==> src/rtl/spi_device_apb_requester.sv <==
// SPI target (mode 0, MSB first) that turns host frames into 32-bit APB reads and writes.
// Frame: command byte, 4-byte address, then data words with the address stepping by 4 per word.
module spi_device_apb_requester #(
    parameter int ADDR_WIDTH  = 32,
    parameter int SYNC_STAGES = 2
) (
    input  logic                  pclk,
    input  logic                  preset_n,
    output logic                  psel,
    output logic                  penable,
    output logic                  pwrite,
    output logic [ADDR_WIDTH-1:0] paddr,
    output logic [31:0]           pwdata,
    output logic [3:0]            pstrb,
    input  logic                  pready,
    input  logic [31:0]           prdata,
    input  logic                  pslverr,
    input  logic                  spi_sck,
    input  logic                  spi_cs_n,
    input  logic                  spi_mosi,
    output logic                  spi_miso,
    output logic                  spi_miso_oe,
    output logic                  bus_err,
    output logic                  overrun
);

    typedef enum logic [2:0] {S_IDLE, S_CMD, S_ADDR, S_WDATA, S_DUMMY, S_RDATA, S_IGNORE} spi_state_e;
    typedef enum logic [1:0] {A_IDLE, A_SETUP, A_ACCESS} apb_state_e;

    logic [SYNC_STAGES-1:0] sck_sync_q, cs_sync_q, mosi_sync_q;
    logic                   sck_prev_q, cs_prev_q;

    spi_state_e      spi_state_q, spi_state_d;
    apb_state_e      apb_state_q, apb_state_d;
    logic [5:0]      bit_cnt_q, bit_cnt_d;
    logic [30:0]     shift_in_q, shift_in_d;
    logic            is_read_q, is_read_d;
    logic [31:0]     addr_q, addr_d;
    logic            req_pend_q, req_pend_d;
    logic            req_write_q, req_write_d;
    logic [31:0]     req_addr_q, req_addr_d;
    logic [31:0]     req_wdata_q, req_wdata_d;
    logic            cur_want_q, cur_want_d;
    logic            rd_ready_q, rd_ready_d;
    logic [31:0]     rd_data_q, rd_data_d;
    logic [31:0]     miso_sh_q, miso_sh_d;
    logic            oe_q, oe_d;
    logic [ADDR_WIDTH-1:0] paddr_q, paddr_d;
    logic            pwrite_q, pwrite_d;
    logic [31:0]     pwdata_q, pwdata_d;
    logic [3:0]      pstrb_q, pstrb_d;
    logic            bus_err_q, bus_err_d;
    logic            overrun_q, overrun_d;

    logic        sck_s, cs_s, mosi_s;
    logic        sck_rise, sck_fall, cs_rise, cs_fall;
    logic [31:0] shift_word;
    logic        engine_busy;

    always_ff @(posedge pclk or negedge preset_n) begin
        if (!preset_n) begin
            sck_sync_q  <= '0;
            cs_sync_q   <= '1;
            mosi_sync_q <= '0;
            sck_prev_q  <= 1'b0;
            cs_prev_q   <= 1'b1;
        end else begin
            sck_sync_q  <= {sck_sync_q[SYNC_STAGES-2:0], spi_sck};
            cs_sync_q   <= {cs_sync_q[SYNC_STAGES-2:0], spi_cs_n};
            mosi_sync_q <= {mosi_sync_q[SYNC_STAGES-2:0], spi_mosi};
            sck_prev_q  <= sck_sync_q[SYNC_STAGES-1];
            cs_prev_q   <= cs_sync_q[SYNC_STAGES-1];
        end
    end

    assign sck_s       = sck_sync_q[SYNC_STAGES-1];
    assign cs_s        = cs_sync_q[SYNC_STAGES-1];
    assign mosi_s      = mosi_sync_q[SYNC_STAGES-1];
    assign sck_rise    = sck_s & ~sck_prev_q;
    assign sck_fall    = ~sck_s & sck_prev_q;
    assign cs_rise     = cs_s & ~cs_prev_q;
    assign cs_fall     = ~cs_s & cs_prev_q;
    assign shift_word  = {shift_in_q, mosi_s};
    assign engine_busy = (apb_state_q != A_IDLE) || req_pend_q;

    always_comb begin
        spi_state_d = spi_state_q;
        apb_state_d = apb_state_q;
        bit_cnt_d   = bit_cnt_q;
        shift_in_d  = shift_in_q;
        is_read_d   = is_read_q;
        addr_d      = addr_q;
        req_pend_d  = req_pend_q;
        req_write_d = req_write_q;
        req_addr_d  = req_addr_q;
        req_wdata_d = req_wdata_q;
        cur_want_d  = cur_want_q;
        rd_ready_d  = rd_ready_q;
        rd_data_d   = rd_data_q;
        miso_sh_d   = miso_sh_q;
        oe_d        = oe_q;
        paddr_d     = paddr_q;
        pwrite_d    = pwrite_q;
        pwdata_d    = pwdata_q;
        pstrb_d     = pstrb_q;
        bus_err_d   = 1'b0;
        overrun_d   = 1'b0;

        case (apb_state_q)
            A_IDLE: if (req_pend_q) begin
                apb_state_d = A_SETUP;
                paddr_d     = req_addr_q[ADDR_WIDTH-1:0];
                pwrite_d    = req_write_q;
                pstrb_d     = req_write_q ? 4'hf : 4'h0;
                if (req_write_q) pwdata_d = req_wdata_q;
                cur_want_d  = ~req_write_q;
                req_pend_d  = 1'b0;
            end
            A_SETUP: apb_state_d = A_ACCESS;
            A_ACCESS: if (pready) begin
                apb_state_d = A_IDLE;
                bus_err_d   = pslverr;
                if (cur_want_q && !pwrite_q) begin
                    rd_ready_d = 1'b1;
                    rd_data_d  = pslverr ? 32'h0 : prdata;
                end
                cur_want_d  = 1'b0;
            end
            default: apb_state_d = A_IDLE;
        endcase

        // SPI side is evaluated last so frame events override engine bookkeeping
        if (cs_rise) begin
            spi_state_d = S_IDLE;
            oe_d        = 1'b0;
            cur_want_d  = 1'b0;
            rd_ready_d  = 1'b0;
            if (req_pend_q && !req_write_q) req_pend_d = 1'b0;
        end else if (cs_fall) begin
            spi_state_d = S_CMD;
            bit_cnt_d   = '0;
            shift_in_d  = '0;
        end else if (!cs_s && sck_rise && spi_state_q != S_IDLE && spi_state_q != S_IGNORE) begin
            shift_in_d = shift_word[30:0];
            bit_cnt_d  = bit_cnt_q + 6'd1;
            case (spi_state_q)
                S_CMD: if (bit_cnt_q == 6'd7) begin
                    bit_cnt_d = '0;
                    if (shift_word[7:0] == 8'h02) begin
                        spi_state_d = S_ADDR;
                        is_read_d   = 1'b0;
                    end else if (shift_word[7:0] == 8'h03) begin
                        spi_state_d = S_ADDR;
                        is_read_d   = 1'b1;
                    end else begin
                        spi_state_d = S_IGNORE;
                    end
                end
                S_ADDR: if (bit_cnt_q == 6'd31) begin
                    bit_cnt_d = '0;
                    addr_d    = shift_word;
                    if (is_read_q) begin
                        spi_state_d = S_DUMMY;
                        req_pend_d  = 1'b1;
                        req_write_d = 1'b0;
                        req_addr_d  = shift_word;
                        rd_ready_d  = 1'b0;
                    end else begin
                        spi_state_d = S_WDATA;
                    end
                end
                S_WDATA: if (bit_cnt_q == 6'd31) begin
                    bit_cnt_d = '0;
                    if (!engine_busy) begin
                        req_pend_d  = 1'b1;
                        req_write_d = 1'b1;
                        req_addr_d  = addr_q;
                        req_wdata_d = shift_word;
                    end else begin
                        overrun_d = 1'b1;
                    end
                    addr_d = addr_q + 32'd4;
                end
                default: ;
            endcase
        end else if (!cs_s && sck_fall) begin
            if ((spi_state_q == S_DUMMY && bit_cnt_q == 6'd8) ||
                (spi_state_q == S_RDATA && bit_cnt_q == 6'd32)) begin
                spi_state_d = S_RDATA;
                bit_cnt_d   = '0;
                oe_d        = 1'b1;
                if (rd_ready_q) begin
                    miso_sh_d = rd_data_q;
                end else begin
                    // late read: its result is dropped and the queued prefetch supersedes it
                    miso_sh_d  = 32'hffff_ffff;
                    overrun_d  = 1'b1;
                    cur_want_d = 1'b0;
                end
                rd_ready_d  = 1'b0;
                addr_d      = addr_q + 32'd4;
                req_pend_d  = 1'b1;
                req_write_d = 1'b0;
                req_addr_d  = addr_q + 32'd4;
            end else if (spi_state_q == S_RDATA) begin
                miso_sh_d = {miso_sh_q[30:0], 1'b0};
            end
        end
    end

    always_ff @(posedge pclk or negedge preset_n) begin
        if (!preset_n) begin
            spi_state_q <= S_IDLE;
            apb_state_q <= A_IDLE;
            bit_cnt_q   <= '0;
            shift_in_q  <= '0;
            is_read_q   <= 1'b0;
            addr_q      <= '0;
            req_pend_q  <= 1'b0;
            req_write_q <= 1'b0;
            req_addr_q  <= '0;
            req_wdata_q <= '0;
            cur_want_q  <= 1'b0;
            rd_ready_q  <= 1'b0;
            rd_data_q   <= '0;
            miso_sh_q   <= '0;
            oe_q        <= 1'b0;
            paddr_q     <= '0;
            pwrite_q    <= 1'b0;
            pwdata_q    <= '0;
            pstrb_q     <= '0;
            bus_err_q   <= 1'b0;
            overrun_q   <= 1'b0;
        end else begin
            spi_state_q <= spi_state_d;
            apb_state_q <= apb_state_d;
            bit_cnt_q   <= bit_cnt_d;
            shift_in_q  <= shift_in_d;
            is_read_q   <= is_read_d;
            addr_q      <= addr_d;
            req_pend_q  <= req_pend_d;
            req_write_q <= req_write_d;
            req_addr_q  <= req_addr_d;
            req_wdata_q <= req_wdata_d;
            cur_want_q  <= cur_want_d;
            rd_ready_q  <= rd_ready_d;
            rd_data_q   <= rd_data_d;
            miso_sh_q   <= miso_sh_d;
            oe_q        <= oe_d;
            paddr_q     <= paddr_d;
            pwrite_q    <= pwrite_d;
            pwdata_q    <= pwdata_d;
            pstrb_q     <= pstrb_d;
            bus_err_q   <= bus_err_d;
            overrun_q   <= overrun_d;
        end
    end

    assign psel        = (apb_state_q != A_IDLE);
    assign penable     = (apb_state_q == A_ACCESS);
    assign pwrite      = pwrite_q;
    assign paddr       = paddr_q;
    assign pwdata      = pwdata_q;
    assign pstrb       = pstrb_q;
    assign spi_miso    = oe_q & miso_sh_q[31];
    assign spi_miso_oe = oe_q;
    assign bus_err     = bus_err_q;
    assign overrun     = overrun_q;

endmodule

==> config.mk <==
export PLATFORM = sky130hd
export DESIGN_NAME = spi_device_apb_requester
export DESIGN_NICKNAME = d
export VERILOG_FILES = /design/src/rtl/spi_device_apb_requester.sv
export SDC_FILE = /design/constraint.sdc
export NUM_CORES = 1
export LEC_CHECK = 0
export BUFFER_PORTS_ARGS = -buffer_cell sky130_fd_sc_hd__buf_2
export CORE_MARGIN = 2
export CORE_UTILIZATION = 40
export DETAILED_ROUTE_END_ITERATION = 8
export SLEW_MARGIN = 0
export SYNTH_ARGS = -nofsm -noshare
export SYNTH_HDL_FRONTEND = slang
export SYNTH_SLANG_ARGS = --single-unit
==> constraint.sdc <==
create_clock -name pclk -period 5.3 [get_ports pclk]
set_clock_uncertainty 0.15 [all_clocks]
set_input_delay 1.06 -clock pclk [delete_from_list [all_inputs] [get_ports pclk]]
set_output_delay 1.06 -clock pclk [all_outputs]
set_load 0.01 [all_outputs]
Word-level counts from Yosys, hierarchy flattened. Index checks and enable logic that the tools add are counted.

Bits in registers: 287. Input port bits: 39. Output and inout port bits: 75. Logic and storage cells: 207.

Add/subtract/negate cells: 2. Equality and inequality tests: 26. Multiplexer cells: 98. Bitwise operators: 14. Reduce and logical (&&, ||, !) cells: 41.

Operators with widths (number): 32-bit 2-to-1 mux (14); 32-bit case mux with 2 select lines (2); 31-bit 2-to-1 mux (2); 1-bit 2-to-1 mux (55); 6-bit 2-to-1 mux (6); 32-bit by 3-bit adder with 32-bit output (second input constant) (1); 3-bit 2-to-1 mux (10); 8-bit by 2-bit == test with 1-bit output (second input constant) (2); 2-bit nonzero test (8); 3-bit inequality test (second input constant) (5); 6-bit case mux with 2 select lines (1); 6-bit AND reduction (2); 5-bit inequality test (second input constant) (2); 5-bit AND reduction (2); 1-bit inverter (9); 3-bit AND reduction (3); 9-bit AND reduction (1); 3-bit nonzero test (3); 1-bit logical AND (8); 4-bit nonzero test (2); 7-bit AND reduction (1); 6-bit by 1-bit adder with 6-bit output (second input constant) (1); 3-bit by 2-bit == test with 1-bit output (second input constant) (2); 3-bit == test (second input constant) (2); 23 further kinds (37).

Depth between registers and ports, before layout.
Word-level depth: 11. Depth in mapped cells: 10. Gate-level depth less buffers: 7.

Least setup slack after synthesis. OpenSTA, ideal clock, no wires.

Path kind: register to register. Start point: register addr_q[2]. End point: register addr_q[28]. Setup time: 121 ps. Arrival time: 2155 ps. Required time: 5029 ps. Slack: 2874 ps. Stages on the path, launching flop included: 9. Buffers on the path: 2. Clock period less this slack: 2426 ps. Cell sequence: dfrtp_1 > ha_1 > nand3_2 > or4_1 > clkbuf_1 > buf_2 > nor3_1 > a31oi_1 > o22a_1.

Cells in the longest elaborated chain, start to end: 4. Elaborated cells between the ends (all ways): 6. Those cells by class: 1 x add/sub; 5 x mux.

RTL lines: from (decl) (line 38) `logic [31:0] addr_q, addr_d;`; from (signal assigned) (line 240) `addr_q <= addr_d;`; 32-bit by 3-bit adder with 32-bit output (*) (line 182, 201); 32-bit 2-to-1 mux (on tied branches) (line 172, 187); 32-bit case mux with 2 select lines / 32-bit 2-to-1 mux (equally long branches) (line 146, 186); 32-bit 2-to-1 mux (*) (line 143) `end else if (!cs_s && sck_rise && spi_state_q != S_IDLE && spi_state_q != S_IGNORE) begin`.

Every way passes the cells marked *; elsewhere a longest branch is shown, timed or not. The select of a mux whose other input is x is not followed. A chain may end at the register's enable or synchronous reset.

Worst setup path in the final report.
Start point: register bit_cnt_q[0]. End point: register req_addr_q[25].

Cells in the longest elaborated chain, start to end: 5. Elaborated cells between the ends (all ways): 10. Those cells by class: 5 x eq/ne; 5 x reduce/logical.

RTL lines: from (decl) (line 35) `logic [5:0] bit_cnt_q, bit_cnt_d;`; from (signal assigned) (line 237) `bit_cnt_q <= bit_cnt_d;`; 6-bit by 4-bit == test with 1-bit output / 6-bit == test (equally long branches) (line 187, 188); 1-bit logical AND (on tied branches) (line 187, 188); 1-bit logical OR (line 187) `if ((spi_state_q == S_DUMMY && bit_cnt_q == 6'd8) ||`; 2-bit nonzero test (no source line); 9-bit AND reduction (no source line) (*); to (signal assigned) (line 243) `req_addr_q <= req_addr_d;`; to (decl) (line 41) `logic [31:0] req_addr_q, req_addr_d;`.

Every way passes the cells marked *; elsewhere a longest branch is shown, timed or not.

==> summary.txt <==
Clocking
  – Clk slew on worst S/H paths: 60 ps
  – CTS hold repair buffers: 0
  – CTS buffer count: 31
  – CTS root buffer: clkbuf_16
  – TritonCTS clock tree: done
  – Worst skew pair latency: 570 ps
  – H-tree depth: 1
  – Post-CTS Repair Setup Buffers: 0
  – Clock Path Buffers: 3
  – Post-CTS Resized: 0
  – CTS sink count: 283

Worst hold path
  – Min-Delay Path Class: reg2reg

Critical path
  – R2r setup slk: 1820 ps
  – Critical path peak fanout: 14
  – Crit-path cells: ha_1 > nand2_1 > nor4_2 > o21a_1 > and3_1 > buf_4 > mux2_4
  – CP peak stage delay: 680 ps
  – Crit path max-delay family: simple AND/OR/NAND/NOR gates
  – WP data arrival: 3770 ps
  – Critical Path Source Type: flip-flop
  – Crit end category: flip-flop
  – CP Buf/Inv Count: 1
  – Setup Crit Path Kind: reg2reg
  – Worst Path Required: 5600 ps
  – Slowest CP cell: and3_1

Power and ir drop
  – VDD IR-drop max: 0.2440 mV
  – Pleak: 6.936 nW
  – Pwr/cell area: 334.8 mW/mm²

Floorplan
  – Core Box Area: 0.03270 mm²
  – Initial core utilization: 40.80%
  – DIE HEIGHT: 186.6 µm
  – Chip Width: 186.6 µm
  – Row Count: 66
  – Die footprint: 0.03483 mm²
  – I/O Pins: 114

Global route
  – Initial antenna violation count: 0
  – Vias in the first global route: 9953
  – Global-route wire length before repair: 55950 µm
  – Gr usage total: 19.55%
  – Total gr overflow: 0
  – Largest net degree at the start of global routing: 113

Timing
  – Final Critical Period: 3476 ps
  – Final Max Slew Viols: 0
  – Max-Slew Margin vs Limit: 5.865%
  – Final worst slack: 1824 ps
  – Final Hold Vio Count: 0
  – Final Setup Violations: 0
  – Slew @ Worst Pin: 1401 ps
  – Period utilisation layout: 65.58%
  – Final TNS setup: 0 ps
  – Fmax: 287.7 MHz
  – Unrepaired setup endpoints after global routing: false

Final layout
  – Diodes inserted: 0
  – Layout cell share with drive strength beyond 1: 24.66%
  – Register area: 0.007086 mm²
  – Area delta synth->final: 13.60%
  – Multi-input logic area: 0.005694 mm²
  – NumNets Final: 1350
  – # fillers: 3117
  – Post-layout util: 46.35%

Status
  – Run status: complete, no violations

Place
  – Port-buffer cells: 113
  – Dpl ws: 1849 ps
  – Post-DP HPWL: 21690 µm
  – GP Congestion: 0.8646

Drt
  – Via Count: 10.08k
  – Vias per cell: 5.688
  – Routed length per instance: 19.16 µm
  – Total Wirelength: 33960 µm
  – Antenna-violating nets left: 0
  – Initial drt markers: 765
  – DR pass1 iterations: 5
  – # DRC: 0

Yosys
  – Number of synthesized flops with an enable pin: 0
  – Post-synthesis register bit count: 283
  – Async set-reset flop share out of synthesis: 100.0%
  – Top cells by area in the synthesized netlist: dfrtp_1 53%, mux2_2 9.3%, o21ai_0 5.6%
  – Synth area leader: dfrtp_1
  – Syn Nets: 1288
  – Post-synthesis sequential area ratio: 53.10%
  – Netlist cell types: 74
  – Most common cell in the netlist: dfrtp_1
  – Synth warnings: 0
  – Synth top cells by count: 280 x dfrtp_1, 150 x o21ai_0, 110 x mux2_2
  – Synth top area share: 52.51%
  – Syn Area/Cell: 10.73 µm²
  – Mapped Cells: 1244
  – Most used flip-flop cell after synthesis: dfrtp_1
  – Mapped Area: 0.01334 mm²

Flow run
  – Max-Cap Viols: 0
## worst reg2reg max path, cell delays in order, from the launching register on
cell and delay, ps:
dfrtp_1 410, ha_1 260, nand2_1 140, nor4_2 570
o21a_1 460, and3_1 690, buf_4 360, mux2_4 330
## power by group
group	internal (W)	switching [W]
clock	0.00126	0.000896
sequential	0.00229	0.000181
combinational	0.000196	0.000255
total	0.00374	0.00133
## through the flow
| step | std cells | hold WS, ps | cell area (µm²) | power, W |
|---|---|---|---|---|
| final | 1772 | 197.7 | 15160 | 0.005074 |
| after global placement | 1715 | 186.3 | 14140 | 0.002945 |
| after global routing | 1772 | 206.2 | 15160 | 0.005285 |
| after CTS | 1772 | 200.8 | 15160 | 0.005126 |
| after detailed placement | 1715 | 187.9 | 14140 | 0.002959 |
| after floorplan | 1244 | 181.2 | 13340 | 0.002765 |
## metal layers
layer | global-route usage, % | share of wire, % | wire, µm
met5 | 0 | 0 | 0
met4 | 6.716 | 3.0 | 1018
met3 | 2.426 | 5.2 | 1770
met2 | 30.33 | 45 | 15320
met1 | 28.34 | 47 | 15850
## state kept, by name, summed over array words and instances, names as in the netlist, 2 cells and up
register / count
shift_in_q: 31
sck_sync_q: 2
paddr: 32
miso_sh_q: 32
req_addr_q: 32
apb_state_q: 2
cs_sync_q: 2
mosi_sync_q: 2
pwdata: 32
req_wdata_q: 32
spi_state_q: 3
rd_data_q: 32
addr_q: 32
bit_cnt_q: 6
## path summary, 6_finish.rpt
check / start / to / depth (start not counted)
min in group asynchronous: preset_n / miso_sh_q[26] / 1
hold reg to reg: mosi_sync_q[0] / mosi_sync_q[1] / 0
max in group asynchronous: preset_n / cs_sync_q[0] / 2
setup reg to reg: bit_cnt_q[0] / req_addr_q[25] / 7
hold / removal: mosi_sync_q[0] / mosi_sync_q[1] / 0
setup / recovery: bit_cnt_q[0] / req_addr_q[25] / 7
## layout make-up
type,instances,share of cell area (%)
multi-input combinational,839,37.57
inverter,17,0.4210
sequential,283,46.75
timing repair buffer,134,4.920
clock buffer,44,5.836
clock inverter,13,0.8585
tap,442,3.649
## cells by family (layout without fill, tap and decap cells)
group / count (synthesis) / in the layout / share of synthesized area, %
AO/OA/AOI/OAI: 360 / 360 / 17.35
multiplexers: 119 / 119 / 10.22
flip-flops: 283 / 283 / 53.10
AND/OR/NAND/NOR: 354 / 354 / 14.35
XOR/XNOR: 1 / 1 / 0.06565
adder cells (fa/ha/maj): 5 / 5 / 0.4689
buffers and inverters: 122 / 208 / 4.445
## layout by cell type, fill, tap and decap left out, types with 10 or more instances in the layout
master and instances:
a21oi_1 41, a221o_1 11, a22o_1 33, a2bb2oi_1 10, a31oi_1 29, buf_2 112, buf_4 20, clkbuf_16 31
dfrtp_1 280, inv_1 17, mux2_2 110, nand2_1 106, nand2b_1 34, nand3_1 19, nand3b_1 34, nand4_1 11
nor2_1 43, nor3_1 34, nor4_1 20, o21ai_0 149, o31ai_1 10
Note: power is estimated with default switching activity, not from simulation.
